File: config.mk
export PLATFORM = sky130hd
export DESIGN_NAME = mdio_slave
export DESIGN_NICKNAME = d
export VERILOG_FILES = /design/src/rtl/mdio_slave_pkg.sv /design/src/rtl/mdio_sync.sv /design/src/rtl/mdio_slave.sv
export SDC_FILE = /design/constraint.sdc
export NUM_CORES = 1
export LEC_CHECK = 0
export BUFFER_PORTS_ARGS = -buffer_cell sky130_fd_sc_hd__buf_2
export CAP_MARGIN = 25
export CORE_MARGIN = 2
export CORE_UTILIZATION = 30
export DETAILED_ROUTE_END_ITERATION = 16
export GPL_TIMING_DRIVEN = 0
export SLEW_MARGIN = 20
export SYNTH_ARGS = -nofsm -noshare
export SYNTH_HDL_FRONTEND = slang
export SYNTH_SLANG_ARGS = --single-unit
File: constraint.sdc
create_clock -name clk -period 3 [get_ports clk]
set_input_delay 0.6 -clock clk [delete_from_list [all_inputs] [get_ports clk]]
set_output_delay 0.6 -clock clk [all_outputs]
set_load 0.05 [all_outputs]
File: src/rtl/mdio_slave_pkg.sv
// Shared constants and FSM encoding for the Clause-22 MDIO slave front-end.
package mdio_slave_pkg;
  localparam logic [1:0] OP_READ  = 2'b10;
  localparam logic [1:0] OP_WRITE = 2'b01;
  localparam logic [1:0] ST       = 2'b01;

  localparam logic [4:0] OP_LEN    = 5'd2;
  localparam logic [4:0] PHYAD_LEN = 5'd5;
  localparam logic [4:0] REGAD_LEN = 5'd5;
  localparam logic [4:0] TA_LEN    = 5'd2;
  localparam logic [4:0] DATA_LEN  = 5'd16;

  typedef enum logic [2:0] {
    S_PREAMBLE = 3'd0,
    S_ST       = 3'd1,
    S_OP       = 3'd2,
    S_PHYAD    = 3'd3,
    S_REGAD    = 3'd4,
    S_TA       = 3'd5,
    S_DATA     = 3'd6
  } state_e;
endpackage

File: src/rtl/mdio_sync.sv
// Two-flop synchronisers for MDC/MDIO into clk, plus MDC rising-edge detect.
module mdio_sync (
  input  logic clk,
  input  logic rst_n,
  input  logic mdc_i,
  input  logic mdio_i,
  output logic rise_o,
  output logic bit_o
);
  logic [2:0] mdc_q;
  logic [1:0] mdio_q;

  always_ff @(posedge clk or negedge rst_n) begin
    if (!rst_n) begin
      mdc_q  <= '0;
      mdio_q <= '0;
    end else begin
      mdc_q  <= {mdc_q[1:0], mdc_i};
      mdio_q <= {mdio_q[0], mdio_i};
    end
  end

  assign rise_o = mdc_q[1] & ~mdc_q[2];
  assign bit_o  = mdio_q[1];
endmodule

File: src/rtl/mdio_slave.sv
// MDIO Clause-22 slave: parses management frames and issues one Wishbone
// classic cycle per addressed frame; drives read data back onto MDIO.
module mdio_slave
  import mdio_slave_pkg::*;
#(
  parameter logic [4:0] PHYAD        = 5'd0,
  parameter int         PREAMBLE_LEN = 32
) (
  input  logic        clk,
  input  logic        rst_n,
  input  logic        mdc,
  input  logic        mdio_i,
  output logic        mdio_o,
  output logic        mdio_oe,
  output logic        cyc,
  output logic        stb,
  output logic        we,
  output logic [4:0]  addr,
  output logic [15:0] data_write,
  input  logic        ack,
  input  logic        err,
  input  logic [15:0] data_read
);
  localparam logic [5:0] PRE_LEN6 = 6'(PREAMBLE_LEN);

  logic rise, bit_s;

  mdio_sync u_sync (
    .clk    (clk),
    .rst_n  (rst_n),
    .mdc_i  (mdc),
    .mdio_i (mdio_i),
    .rise_o (rise),
    .bit_o  (bit_s)
  );

  state_e      state_q, state_d;
  logic [4:0]  cnt_q, cnt_d;
  logic [5:0]  pre_q, pre_d;
  logic [1:0]  op_q, op_d;
  logic        sel_q, sel_d;
  logic [14:0] sh_q;
  logic [4:0]  regad_q;
  logic [15:0] rdata_q, out_q;
  logic        cyc_q, we_q, cap_q, rvalid_q, oe_q, mo_q;
  logic [4:0]  addr_q;
  logic [15:0] wdata_q;
  logic        reg_done, rd_start, wr_start, ta0, ta1, dshift, dlast;

  always_ff @(posedge clk or negedge rst_n) begin
    if (!rst_n) begin
      state_q <= S_PREAMBLE;
      cnt_q   <= '0;
      pre_q   <= '0;
      op_q    <= '0;
      sel_q   <= 1'b0;
    end else begin
      state_q <= state_d;
      cnt_q   <= cnt_d;
      pre_q   <= pre_d;
      op_q    <= op_d;
      sel_q   <= sel_d;
    end
  end

  always_comb begin
    state_d  = state_q;
    cnt_d    = cnt_q;
    pre_d    = pre_q;
    op_d     = op_q;
    sel_d    = sel_q;
    reg_done = 1'b0;
    wr_start = 1'b0;
    ta0      = 1'b0;
    ta1      = 1'b0;
    dshift   = 1'b0;
    dlast    = 1'b0;
    if (rise) begin
      unique case (state_q)
        S_PREAMBLE: begin
          if (bit_s) begin
            pre_d = (pre_q == 6'h3f) ? pre_q : pre_q + 6'd1;
          end else begin
            pre_d = '0;
            if (pre_q >= PRE_LEN6) state_d = S_ST;
          end
        end
        S_ST: begin
          if ({sh_q[0], bit_s} == ST) begin
            state_d = S_OP;
            cnt_d   = OP_LEN - 5'd1;
          end else begin
            state_d = S_PREAMBLE;
          end
        end
        S_OP: begin
          if (cnt_q == '0) begin
            if ({sh_q[0], bit_s} == OP_READ || {sh_q[0], bit_s} == OP_WRITE) begin
              op_d    = {sh_q[0], bit_s};
              state_d = S_PHYAD;
              cnt_d   = PHYAD_LEN - 5'd1;
            end else begin
              state_d = S_PREAMBLE;
            end
          end else begin
            cnt_d = cnt_q - 5'd1;
          end
        end
        S_PHYAD: begin
          if (cnt_q == '0) begin
            sel_d   = ({sh_q[3:0], bit_s} == PHYAD);
            state_d = S_REGAD;
            cnt_d   = REGAD_LEN - 5'd1;
          end else begin
            cnt_d = cnt_q - 5'd1;
          end
        end
        S_REGAD: begin
          if (cnt_q == '0) begin
            reg_done = 1'b1;
            state_d  = S_TA;
            cnt_d    = TA_LEN - 5'd1;
          end else begin
            cnt_d = cnt_q - 5'd1;
          end
        end
        S_TA: begin
          if (cnt_q == '0) begin
            ta1     = 1'b1;
            state_d = S_DATA;
            cnt_d   = DATA_LEN - 5'd1;
          end else begin
            ta0   = 1'b1;
            cnt_d = cnt_q - 5'd1;
          end
        end
        S_DATA: begin
          if (cnt_q == '0) begin
            dlast    = 1'b1;
            wr_start = sel_q && (op_q == OP_WRITE);
            state_d  = S_PREAMBLE;
          end else begin
            dshift = 1'b1;
            cnt_d  = cnt_q - 5'd1;
          end
        end
        default: state_d = S_PREAMBLE;
      endcase
    end
  end

  assign rd_start = reg_done && sel_q && (op_q == OP_READ);

  // Datapath shift/capture registers carry no reset; control gates their use.
  always_ff @(posedge clk) begin
    if (rise) sh_q <= {sh_q[13:0], bit_s};
    if (reg_done) regad_q <= {sh_q[3:0], bit_s};
    if (cap_q) rdata_q <= data_read;
    if (ta1) out_q <= {rdata_q[14:0], 1'b0};
    else if (dshift) out_q <= {out_q[14:0], 1'b0};
  end

  always_ff @(posedge clk or negedge rst_n) begin
    if (!rst_n) begin
      cyc_q    <= 1'b0;
      we_q     <= 1'b0;
      addr_q   <= '0;
      wdata_q  <= '0;
      cap_q    <= 1'b0;
      rvalid_q <= 1'b0;
      oe_q     <= 1'b0;
      mo_q     <= 1'b0;
    end else begin
      if (cap_q) begin
        rvalid_q <= 1'b1;
        cap_q    <= 1'b0;
      end
      if (rd_start) begin
        cyc_q    <= 1'b1;
        we_q     <= 1'b0;
        addr_q   <= {sh_q[3:0], bit_s};
        rvalid_q <= 1'b0;
        cap_q    <= 1'b0;
      end else if (wr_start) begin
        cyc_q   <= 1'b1;
        we_q    <= 1'b1;
        addr_q  <= regad_q;
        wdata_q <= {sh_q, bit_s};
      end else if (cyc_q && (ack || err)) begin
        // A response coinciding with the TA0 abort takes precedence.
        cyc_q <= 1'b0;
        we_q  <= 1'b0;
        if (!we_q && ack) cap_q <= 1'b1;
        if (!we_q && err) rvalid_q <= 1'b0;
      end else if (ta0 && cyc_q && !we_q) begin
        cyc_q    <= 1'b0;
        rvalid_q <= 1'b0;
      end

      if (ta0) begin
        oe_q <= sel_q && (op_q == OP_READ) &&
                (rvalid_q || cap_q || (cyc_q && !we_q && ack));
        mo_q <= 1'b0;
      end else if (ta1 && oe_q) begin
        mo_q <= rdata_q[15];
      end else if (dshift && oe_q) begin
        mo_q <= out_q[15];
      end else if (dlast) begin
        oe_q <= 1'b0;
        mo_q <= 1'b0;
      end
    end
  end

  assign cyc        = cyc_q;
  assign stb        = cyc_q;
  assign we         = we_q;
  assign addr       = addr_q;
  assign data_write = wdata_q;
  assign mdio_oe    = oe_q;
  assign mdio_o     = mo_q;
endmodule

# Word-level counts from Yosys, hierarchy flattened
# Cells that the tools add are included.
[word_totals] ram_bits=0 mem_count=0 regBits=100 latch_bits=0 input_bits=22 rom_bits=0 wordCells=148
[op_classes] n_mul=0 addsub=2 n_lt_le_gt_ge=1 shift=0 n_reduce_logical=36 muxes=63 bitwise=3 div=0 n_eq_ne=24
[op_table] cell="two-way mux 5 bit" n=9
[op_table] cell="two-way mux 1 bit" n=39
[op_table] cell="two-way mux 16 bit" n=2
[op_table] cell="one-hot mux 5 bit (6 select lines)" n=1
[op_table] cell="inequality test 2 bit (second input constant)" n=12
[op_table] cell="two-way mux 3 bit" n=7
[op_table] cell="one-hot mux 3 bit (7 select lines)" n=1
[op_table] cell="logical AND 1 bit" n=14
[op_table] cell="two-way mux 6 bit" n=2
[op_table] cell="logical NOT 5 bit" n=2
[op_table] cell="equality test 3 bit (second input constant)" n=3
[op_table] cell="AND reduction 3 bit" n=3
[op_table] cell="AND reduction 8 bit" n=1
[op_table] cell="nonzero test 4 bit" n=2
[op_table] cell="adder 6 x 1 -> 6 bit (second input constant)" n=1
[op_table] cell="equality test 3 x 2 -> 1 bit (second input constant)" n=2
[op_table] cell="equality test 6 bit (second input constant)" n=1
[op_table] cell="greater-or-equal comparator 6 bit (second input constant)" n=1
[op_table] cell="nonzero test 2 bit" n=3
[op_table] cell="nonzero test 6 bit" n=1
[op_table] cell="AND reduction 5 bit" n=1
[op_table] cell="subtractor 5 x 1 -> 5 bit (second input constant)" n=1
[op_table] cell="equality test 2 x 1 -> 1 bit (second input constant)" n=2
[op_table] cell="equality test 2 bit (second input constant)" n=2
[op_table] cell="other kinds (11)" n=16

# Longest topological paths before layout
# Gate-level depths: netlist (run 1).
[logic_depth] word_depth=10 depth_mapped=8 mapped_depth_nobuf=6

# By module
# A second synthesis (run 1) with hierarchy kept.
[unflattened] hier_cells=353 area_unflattened_um2=4316.6
[modules_own_cells] mod="mdio_slave" area_each_um2=4177.8 instances=1 cells_each=347
[modules_own_cells] mod="mdio_sync" area_each_um2=138.9 instances=1 cells_each=6

# Worst setup path after synthesis (run 1)
# No wires, ideal clock.
[synth_timing] kind="reg2reg" start="register cnt_q[0]" end="register out_q[10], enable pin" path_buffers=1 synth_period_minus_slack_ns=2.150 stages_incl_launch_ff=7 setup_slack_ns=0.850 arrival_ns=1.781 t_required_ns=2.631 path_cell_list="dfrtp_1 -> inv_1 -> ha_1 -> or4b_1 -> buf_2 -> nor2_1 -> o21a_1"
[synth_between] elab_chain_len=5 word_cells_on_any_way=8 classes_between="mux: 6; reduce/logical: 2"
[synth_rtl] item="start: declaration" line="mdio_slave.sv:38" text="logic [4:0] cnt_q, cnt_d;"
[synth_rtl] item="start signal: assignment" line="mdio_slave.sv:59" text="cnt_q <= cnt_d;"
[synth_rtl] item="logical NOT 5 bit *" line="mdio_slave.sv:128, mdio_slave.sv:138"
[synth_rtl] item="two-way mux 1 bit, on equally long branches" line="mdio_slave.sv:128, mdio_slave.sv:138"
[synth_rtl] item="two-way mux 1 bit" line="mdio_slave.sv:79" text="unique case (state_q)"
[synth_rtl] item="two-way mux 1 bit" line="mdio_slave.sv:78" text="if (rise) begin"
[synth_rtl] item="nonzero test 2 bit (no source line) *"
[synth_rtl] item="end signal: assignment" line="mdio_slave.sv:159" text="if (ta1) out_q <= {rdata_q[14:0], 1'b0};"
[synth_rtl] item="end signal: assignment" line="mdio_slave.sv:160" text="else if (dshift) out_q <= {out_q[14:0], 1'b0};"
[synth_rtl] item="end: declaration" line="mdio_slave.sv:44" text="logic [15:0] rdata_q, out_q;"
# Every way passes the cells marked *; elsewhere a longest branch is shown, timed or not.
# A chain may end at the register's enable or synchronous reset.

# Worst setup path after layout (run 1)
[layout_timing] start="register cnt_q[0]" end="register out_q[4], enable pin"
# The elaborated chain is that of the path after synthesis.

==> impl_metrics.json, run 1 <==
{
  "p_sw_w": 0.000615,
  "antenna_found_initial": 0,
  "synth_top_area_cell": "edfxtp_1",
  "yosys.cell_count.top_type": "nand2_1",
  "crit_type": "reg -> reg",
  "pwr-share-seq": 0.520,
  "diodes": 0,
  "avgRoutedWirePerCell_um": 14.2,
  "maxSlewHeadroom": 0.516,
  "cp_slowest_cell": "nor4b_4",
  "cts_tree": "built",
  "clk_pin_slew_ns": 0.07,
  "p_per_area_nw_per_um2": 573,
  "startpoint_type": "register",
  "internal_power_w": 0.00228,
  "crit_chain": "inv_1 > ha_1 > nor4b_4 > clkbuf_1 > nor2_1 > o21a_1",
  "final_util": 0.364,
  "syn_to_final_growth_pct": 18.7,
  "final.setup.tns_ns": 0,
  "critical_path.max_stage_delay_ns": 0.47,
  "hold_viol_final": 0,
  "peakVddDrop_uv": 261,
  "path_delay_family": "simple AND/OR/NAND/NOR gates",
  "slew_viol_final": 0,
  "worst-r2r-setup-slack_ns": 0.51,
  "port_buffers": 47,
  "detail_route.first_pass.iterations": 4,
  "post_cts_resized": 0,
  "reg2regPathDepth": 6,
  "pin_count": 48,
  "clockPowerShare": 0.439,
  "cts_max_level": 3,
  "tightestPinTransition_ns": 0.726,
  "ys_top_cells_by_count": "nand2_1 (67), edfxtp_1 (51), dfrtp_1 (49)",
  "yosysSeqAreaShare": 0.647,
  "cap_violations": 0,
  "reg2reg_from": "cnt_q[0]",
  "critPathRequiredTime_ns": 3.00,
  "period_share": 0.829,
  "ys.warnings.count": 0,
  "core_area_um2": 13900,
  "setup_viol": 0,
  "post-route-min-period_ns": 2.49,
  "end_kind": "register",
  "synth_area_um2": 4260,
  "drt-initial-drc-count": 199,
  "antenna_left": 0,
  "comb_power_share": 0.041,
  "core.rowCount": 43,
  "drc_errors": 0,
  "synth_area_leaders": "edfxtp_1 (36%), dfrtp_1 (29%), nand2_1 (5.9%)",
  "ctsHoldBuffers": 0,
  "status": "finished, final reports clean",
  "numCtsBuffers": 9,
  "grt_pass1_vias": 2736,
  "synth_top_area_share": 0.360,
  "post_cts_buffers": 0,
  "dp_cells": 573,
  "gp_congestion": 0.880,
  "die_y_um": 123,
  "instances_no_fill": 589,
  "async_flop_share": 0.490,
  "fmax_ghz": 0.402,
  "nFillCells": 1385,
  "cts-root-buf": "clkbuf_16",
  "grt_usage": 0.113,
  "initial_core_util": 0.307,
  "grt_pass1_wl_mm": 13.3,
  "crit_arrival_ns": 2.48,
  "yosys_register_bits": 100,
  "p_sw_frac": 0.212,
  "leakage_nw": 2.14,
  "numClockSinks": 100,
  "hp-class": "in -> async",
  "ys_types": 50,
  "path_max_fanout": 15,
  "total_power_w": 0.00290,
  "r2r_end": "out_q[4]",
  "place_area_um2": 4720,
  "avgSynthCellArea_um2": 12.3,
  "clk_latency_ns": 0.34,
  "final_area_um2": 5050,
  "critPathBufInv": 2,
  "syn-num-nets": 374,
  "grt_max_degree": 50,
  "nets": 432,
  "synth_edf_count": 51,
  "drive_above_1_share": 0.230,
  "overflow": 0,
  "rsz0062_at_grt": "no",
  "synthFlopType": "edfxtp_1",
  "fin_skew_ns": 0.00612,
  "postRouteWirelength_mm": 8.34,
  "die-area_um2": 15200,
  "dieWidth_um": 123,
  "via_count": 2790,
  "hpwlAfterDp_mm": 5.76,
  "clockBufferDepth": 2,
  "viasPerCell": 4.74,
  "synthCells": 346
}
[layout by cell type (no fill, tap or decap), types with 4 or more instances in the layout]
cell type and n:
nand3_1 10, a22oi_1 6, ha_1 6, a211oi_1 4, nor2_1 10, o21ai_0 20
nand2b_1 6, o31ai_1 5, dfrtp_1 49, a21oi_1 6, buf_2 50, inv_1 9
clkbuf_1 12, o211ai_1 4, clkbuf_16 9, edfxtp_1 51, mux2_2 18, nand2_1 67
and3b_1 4
[registers in the layout, summed over array words and instances, names as in the netlist, 2 cells and up]
| register | flops |
|---|---|
| addr | 5 |
| cnt_q | 5 |
| data_write | 16 |
| op_q | 2 |
| out_q | 15 |
| pre_q | 6 |
| rdata_q | 16 |
| regad_q | 5 |
| sh_q | 15 |
| state_q | 3 |
| u_sync.mdc_q | 3 |
| u_sync.mdio_q | 2 |
[power by group through the flow]
stage                     clock network [W]  logic (W)  registers (W)
after floorplan                           0  0.0000689        0.00153
after global placement                    0   0.000115        0.00153
after detailed placement                  0   0.000121        0.00153
after CTS                           0.00131   0.000122        0.00150
after global routing                0.00135   0.000137        0.00151
final                               0.00127   0.000120        0.00151
[cell families after synthesis]
| group | Yosys count | synth area share |
|---|---|---|
| mux | 18 | 0.0476 |
| xor+xnor | 1 | 0.00206 |
| fa+ha+maj | 6 | 0.0176 |
| buf+inv | 28 | 0.0294 |
| flops | 100 | 0.647 |
| simple gates | 128 | 0.152 |
| compound gates | 65 | 0.104 |
[per-stage QoR]
step | hold WS, ns | worst slack, ns
finish | 0.280 | 0.513
global route | 0.343 | 0.359
global placement | 0.337 | 0.550
CTS | 0.317 | 0.497
floorplan | 0.304 | 0.850
detailed placement | 0.340 | 0.502
[per-layer routing]
layer	up-vias	wire length, um	GRT usage
met1	1356	3870	0.147
met3	7	359	0.0355
met4	0	90	0.0327
met5	-	0	0
li1	1374	-	-
met2	53	4020	0.181
[final cells by class]
cell class | instances | area [um^2] | area share
buffer | 19 | 91.3 | 0.0181
clock buffer | 10 | 239 | 0.0473
clock inverter | 6 | 93.8 | 0.0186
inverter | 9 | 33.8 | 0.00668
multi-input combinational | 218 | 1380 | 0.272
sequential | 100 | 2760 | 0.546
tap | 180 | 225 | 0.0446
timing repair buffer | 47 | 238 | 0.0470
[how the worst max path moves through the flow]
stage | endpoint | from | cells after the start
after detailed placement | out_q[10] | cnt_q[0] | 7
after global routing | out_q[12] | cnt_q[0] | 6
final | out_q[4] | cnt_q[0] | 6
after floorplan | out_q[10] | cnt_q[0] | 6
after global placement | out_q[12] | cnt_q[0] | 7
after CTS | out_q[10] | cnt_q[0] | 7
[worst reg2reg max path, delay by kind of cell (launching register included)]
kind / cells / cell delay, ns
and+or+nand+nor: 2 / 0.60
buffers and inverters: 2 / 0.53
AOI/OAI and AO/OA: 1 / 0.43
DFF: 1 / 0.42
adders and majority gates: 1 / 0.16
Note: power is estimated with default switching activity, not from simulation.
==> run 2: changes to the inputs <==
Clock period 3 ns to 2.5 ns, I/O delays scaled along.
==> impl_metrics.json, run 2 (same netlist as run 1, synthesis figures left out) <==
{
  "worst-r2r-setup-slack_ns": 0.22,
  "initial_core_util": 0.307,
  "drc_errors": 0,
  "cap_violations": 0,
  "detail_route.first_pass.iterations": 4,
  "total_power_w": 0.00348,
  "leakage_nw": 2.15,
  "status": "finished, final reports clean",
  "gp_congestion": 0.880,
  "clockBufferDepth": 2,
  "p_per_area_nw_per_um2": 685,
  "viasPerCell": 4.75,
  "crit_chain": "inv_1 > ha_1 > nor4b_4 > nand2_1 > nor2_2 > buf_4 > mux2_2",
  "crit_arrival_ns": 2.37,
  "grt_max_degree": 50,
  "clk_latency_ns": 0.34,
  "dp_cells": 573,
  "diodes": 0,
  "numCtsBuffers": 9,
  "cts_tree": "built",
  "grt_pass1_vias": 2768,
  "fmax_ghz": 0.440,
  "rsz0062_at_grt": "no",
  "fin_skew_ns": 0.00649,
  "hp-class": "in -> async",
  "ctsHoldBuffers": 0,
  "core.rowCount": 43,
  "pin_count": 48,
  "nets": 434,
  "overflow": 0,
  "end_kind": "register",
  "drt-initial-drc-count": 160,
  "hpwlAfterDp_mm": 5.76,
  "startpoint_type": "register",
  "die_y_um": 123,
  "crit_type": "reg -> reg",
  "critical_path.max_stage_delay_ns": 0.41,
  "cp_slowest_cell": "dfrtp_1",
  "path_delay_family": "simple AND/OR/NAND/NOR gates",
  "die-area_um2": 15200,
  "critPathRequiredTime_ns": 2.59,
  "slew_viol_final": 0,
  "critPathBufInv": 2,
  "drive_above_1_share": 0.236,
  "final_cell_mix": "nand2_1 (67), edfxtp_1 (51), buf_2 (49), dfrtp_1 (49), o21ai_0 (20)",
  "peakVddDrop_uv": 313,
  "final.setup.tns_ns": 0,
  "antenna_left": 0,
  "period_share": 0.910,
  "tightestPinTransition_ns": 0.728,
  "grt_usage": 0.115,
  "path_max_fanout": 10,
  "layout_commonest_cell": "nand2_1",
  "hold_viol_final": 0,
  "antenna_found_initial": 0,
  "post-route-min-period_ns": 2.28,
  "cts_max_level": 3,
  "via_count": 2809,
  "avgRoutedWirePerCell_um": 14.2,
  "cts-root-buf": "clkbuf_16",
  "maxSlewHeadroom": 0.515,
  "core_area_um2": 13900,
  "instances_no_fill": 591,
  "postRouteWirelength_mm": 8.42,
  "reg2reg_from": "cnt_q[0]",
  "port_buffers": 47,
  "dieWidth_um": 123,
  "clk_pin_slew_ns": 0.07,
  "setup_viol": 0,
  "final_util": 0.366,
  "syn_to_final_growth_pct": 19.1,
  "grt_pass1_wl_mm": 13.5,
  "numClockSinks": 100,
  "cp-startpoint": "cnt_q[0]"
}
-- run 2: cell count changes in the layout (fill, tap and decap cells not counted), sizes merged --
cell	change
clkbuf	+1
buf	+1
-- run 2: repair_timing --
item,CTS,global route
gates cloned,0,0
endpoints found under the setup margin,1,34
buffers inserted,2,0
hold endpoints to repair,0,0
resized for setup,0,2
-- run 2: worst register-to-register path: cells and delay by family (launching register included) --
| kind | cells | cell delay, ns |
|---|---|---|
| muxes | 1 | 0.36 |
| DFF | 1 | 0.41 |
| and+or+nand+nor | 3 | 0.75 |
| buffers and inverters | 2 | 0.34 |
| adders and majority gates | 1 | 0.16 |
-- run 2: stage by stage --
step	hold WS (ns)	setup WS [ns]	cell area (um^2)
final	0.184	0.225	5070
after floorplan	0.204	0.350	4260
after detailed placement	0.340	0.00169	4720
after CTS	0.217	0.0235	5070
after global placement	0.337	0.0498	4720
after global routing	0.243	0.0816	5070
-- run 2: power breakdown --
group	switching, W	leakage, nW	total (W)	internal (W)
clock	0.000610	0.162	0.00153	0.000915
combinational	0.0000892	0.876	0.000145	0.0000556
sequential	0.0000380	1.12	0.00181	0.00177
total	0.000737	2.15	0.00348	0.00274
-- run 2: area by class of cell --
cell class | count | area (um^2)
plain buffers | 19 | 93.8
clock buffers | 10 | 239
clock inverters | 6 | 93.8
fillers | 1383 | 8810
inverters | 9 | 33.8
multi-input cells | 218 | 1380
flip-flops and latches | 100 | 2760
well taps | 180 | 225
repair buffers | 49 | 253
-- run 2: path summary, 6_finish.rpt --
kind	endpoint	cells past startpoint
max	out_q[10]	7
min	u_sync.mdc_q[0]	1
max reg2reg	out_q[10]	7
min reg2reg	u_sync.mdc_q[1]	0
max in group asynchronous	data_write[0]	1
min in group clk	u_sync.mdc_q[0]	1
-- run 2: layer usage --
metal,vias to the layer above,wire length (um),global-route usage
met1,1380,3950,0.148
met4,0,90,0.0320
met5,-,0,0
met2,46,4070,0.186
met3,7,308,0.0351
li1,1376,-,-
==> run 3: changes to the inputs <==
Settings changed: CELL_PAD_IN_SITES_DETAIL_PLACEMENT set to 2, CELL_PAD_IN_SITES_GLOBAL_PLACEMENT set to 2, PLACE_DENSITY_LB_ADDON set to 0.1.
==> impl_metrics.json, run 3 (same netlist as run 1, synthesis figures left out) <==
{
  "status": "finished, final reports clean",
  "nFillCells": 1484,
  "cts_max_level": 3,
  "grt_pass1_vias": 3206,
  "core.rowCount": 43,
  "maxSlewHeadroom": 0.462,
  "diodes": 0,
  "numClockSinks": 100,
  "setup_viol": 0,
  "post-route-min-period_ns": 2.27,
  "ctsHoldBuffers": 0,
  "fmax_ghz": 0.440,
  "tightestPinTransition_ns": 0.808,
  "die_y_um": 123,
  "cts_tree": "built",
  "multi_input_area_um2": 1390,
  "drt-initial-drc-count": 111,
  "core_area_um2": 13900,
  "detail_route.first_pass.iterations": 4,
  "drive_above_1_share": 0.237,
  "via_count": 2898,
  "syn_to_final_growth_pct": 19.0,
  "clk_pin_slew_ns": 0.07,
  "drc_errors": 0,
  "crit_arrival_ns": 2.31,
  "cts-root-buf": "clkbuf_16",
  "pin_count": 48,
  "initial_core_util": 0.307,
  "postRouteWirelength_mm": 10.1,
  "period_share": 0.910,
  "die-area_um2": 15200,
  "final_cell_mix": "nand2_1 (67), edfxtp_1 (51), buf_2 (49), dfrtp_1 (49), o21ai_0 (20)",
  "total_power_w": 0.00337,
  "final.setup.tns_ns": 0,
  "startpoint_type": "register",
  "clk_latency_ns": 0.35,
  "avgRoutedWirePerCell_um": 17.0,
  "antenna_found_initial": 0,
  "path_max_fanout": 15,
  "hpwlAfterDp_mm": 6.91,
  "grt_usage": 0.147,
  "end_kind": "register",
  "crit_type": "reg -> reg",
  "numCtsBuffers": 9,
  "reg2regPathDepth": 6,
  "port_buffers": 47,
  "hold_viol_final": 0,
  "grt_pass1_wl_mm": 16.9,
  "viasPerCell": 4.89,
  "p_per_area_nw_per_um2": 665,
  "gp_congestion": 0.773,
  "final-seq-area_um2": 2760,
  "peakVddDrop_uv": 286,
  "critPathRequiredTime_ns": 2.53,
  "hp-class": "in -> async",
  "overflow": 0,
  "slew_viol_final": 0,
  "dieWidth_um": 123,
  "fin_skew_ns": 0.00822,
  "layout_commonest_cell": "nand2_1",
  "grt_max_degree": 50,
  "leakage_nw": 2.15,
  "nets": 436,
  "clockBufferDepth": 2,
  "antenna_left": 0,
  "cap_violations": 0
}
## run 3: per-stage QoR
stage	setup WS [ns]	std cells	utilization	hold slack (ns)	area, um^2
after floorplan	0.350	346	-	0.204	4260
after global placement	-0.0745	573	0.340	0.335	4720
after detailed placement	-0.158	573	0.340	0.339	4720
after CTS	0.0736	592	0.364	0.216	5050
after global routing	-0.00235	593	0.365	0.235	5070
final	0.225	593	0.365	0.194	5070
## run 3: layout make-up
type	instances	share of cell area
sequential	100	0.544
timing repair buffer	51	0.0528
buffer	19	0.0185
tap	180	0.0444
multi-input combinational	218	0.274
inverter	9	0.00667
clock buffer	10	0.0472
clock inverter	6	0.0121
## run 3: timing repair
action	CTS	global route
setup endpoints to repair	45	25
resized for setup	2	2
pin swaps	0	1
buffers inserted	3	1
## run 3: worst paths after layout
path	start	endpoint	slack, ns
setup reg to reg	cnt_q[0]	out_q[4]	0.23
max in group asynchronous	rst_n	cnt_q[4]	1.85
min in group clk	mdc	u_sync.mdc_q[0]	0.25
hold reg to reg	u_sync.mdc_q[0]	u_sync.mdc_q[1]	0.35
setup / recovery	cnt_q[0]	out_q[4]	0.23
hold / removal	rst_n	data_write[2]	0.19
## run 3: critical path, stage by stage, from the launching register on
cell and delay (ns):
dfrtp_1 0.43, inv_1 0.11, ha_1 0.18, or4b_1 0.45
buf_2 0.20, nor2_1 0.25, o21a_4 0.32
## run 3: layer usage
metal / vias up / GRT usage / routed length, um
met5: - / 0 / 0
met4: 0 / 0.0511 / 162
met3: 14 / 0.0332 / 282
met2: 34 / 0.239 / 4820
met1: 1475 / 0.194 / 4830
li1: 1375 / - / -
## run 3: power by group
part	leakage [nW]	switching, W	internal, W	total [W]
Combinational	0.886	0.0000928	0.0000560	0.000149
Sequential	1.12	0.0000394	0.00177	0.00181
Clock	0.150	0.000612	0.000802	0.00141
Total	2.15	0.000744	0.00263	0.00337
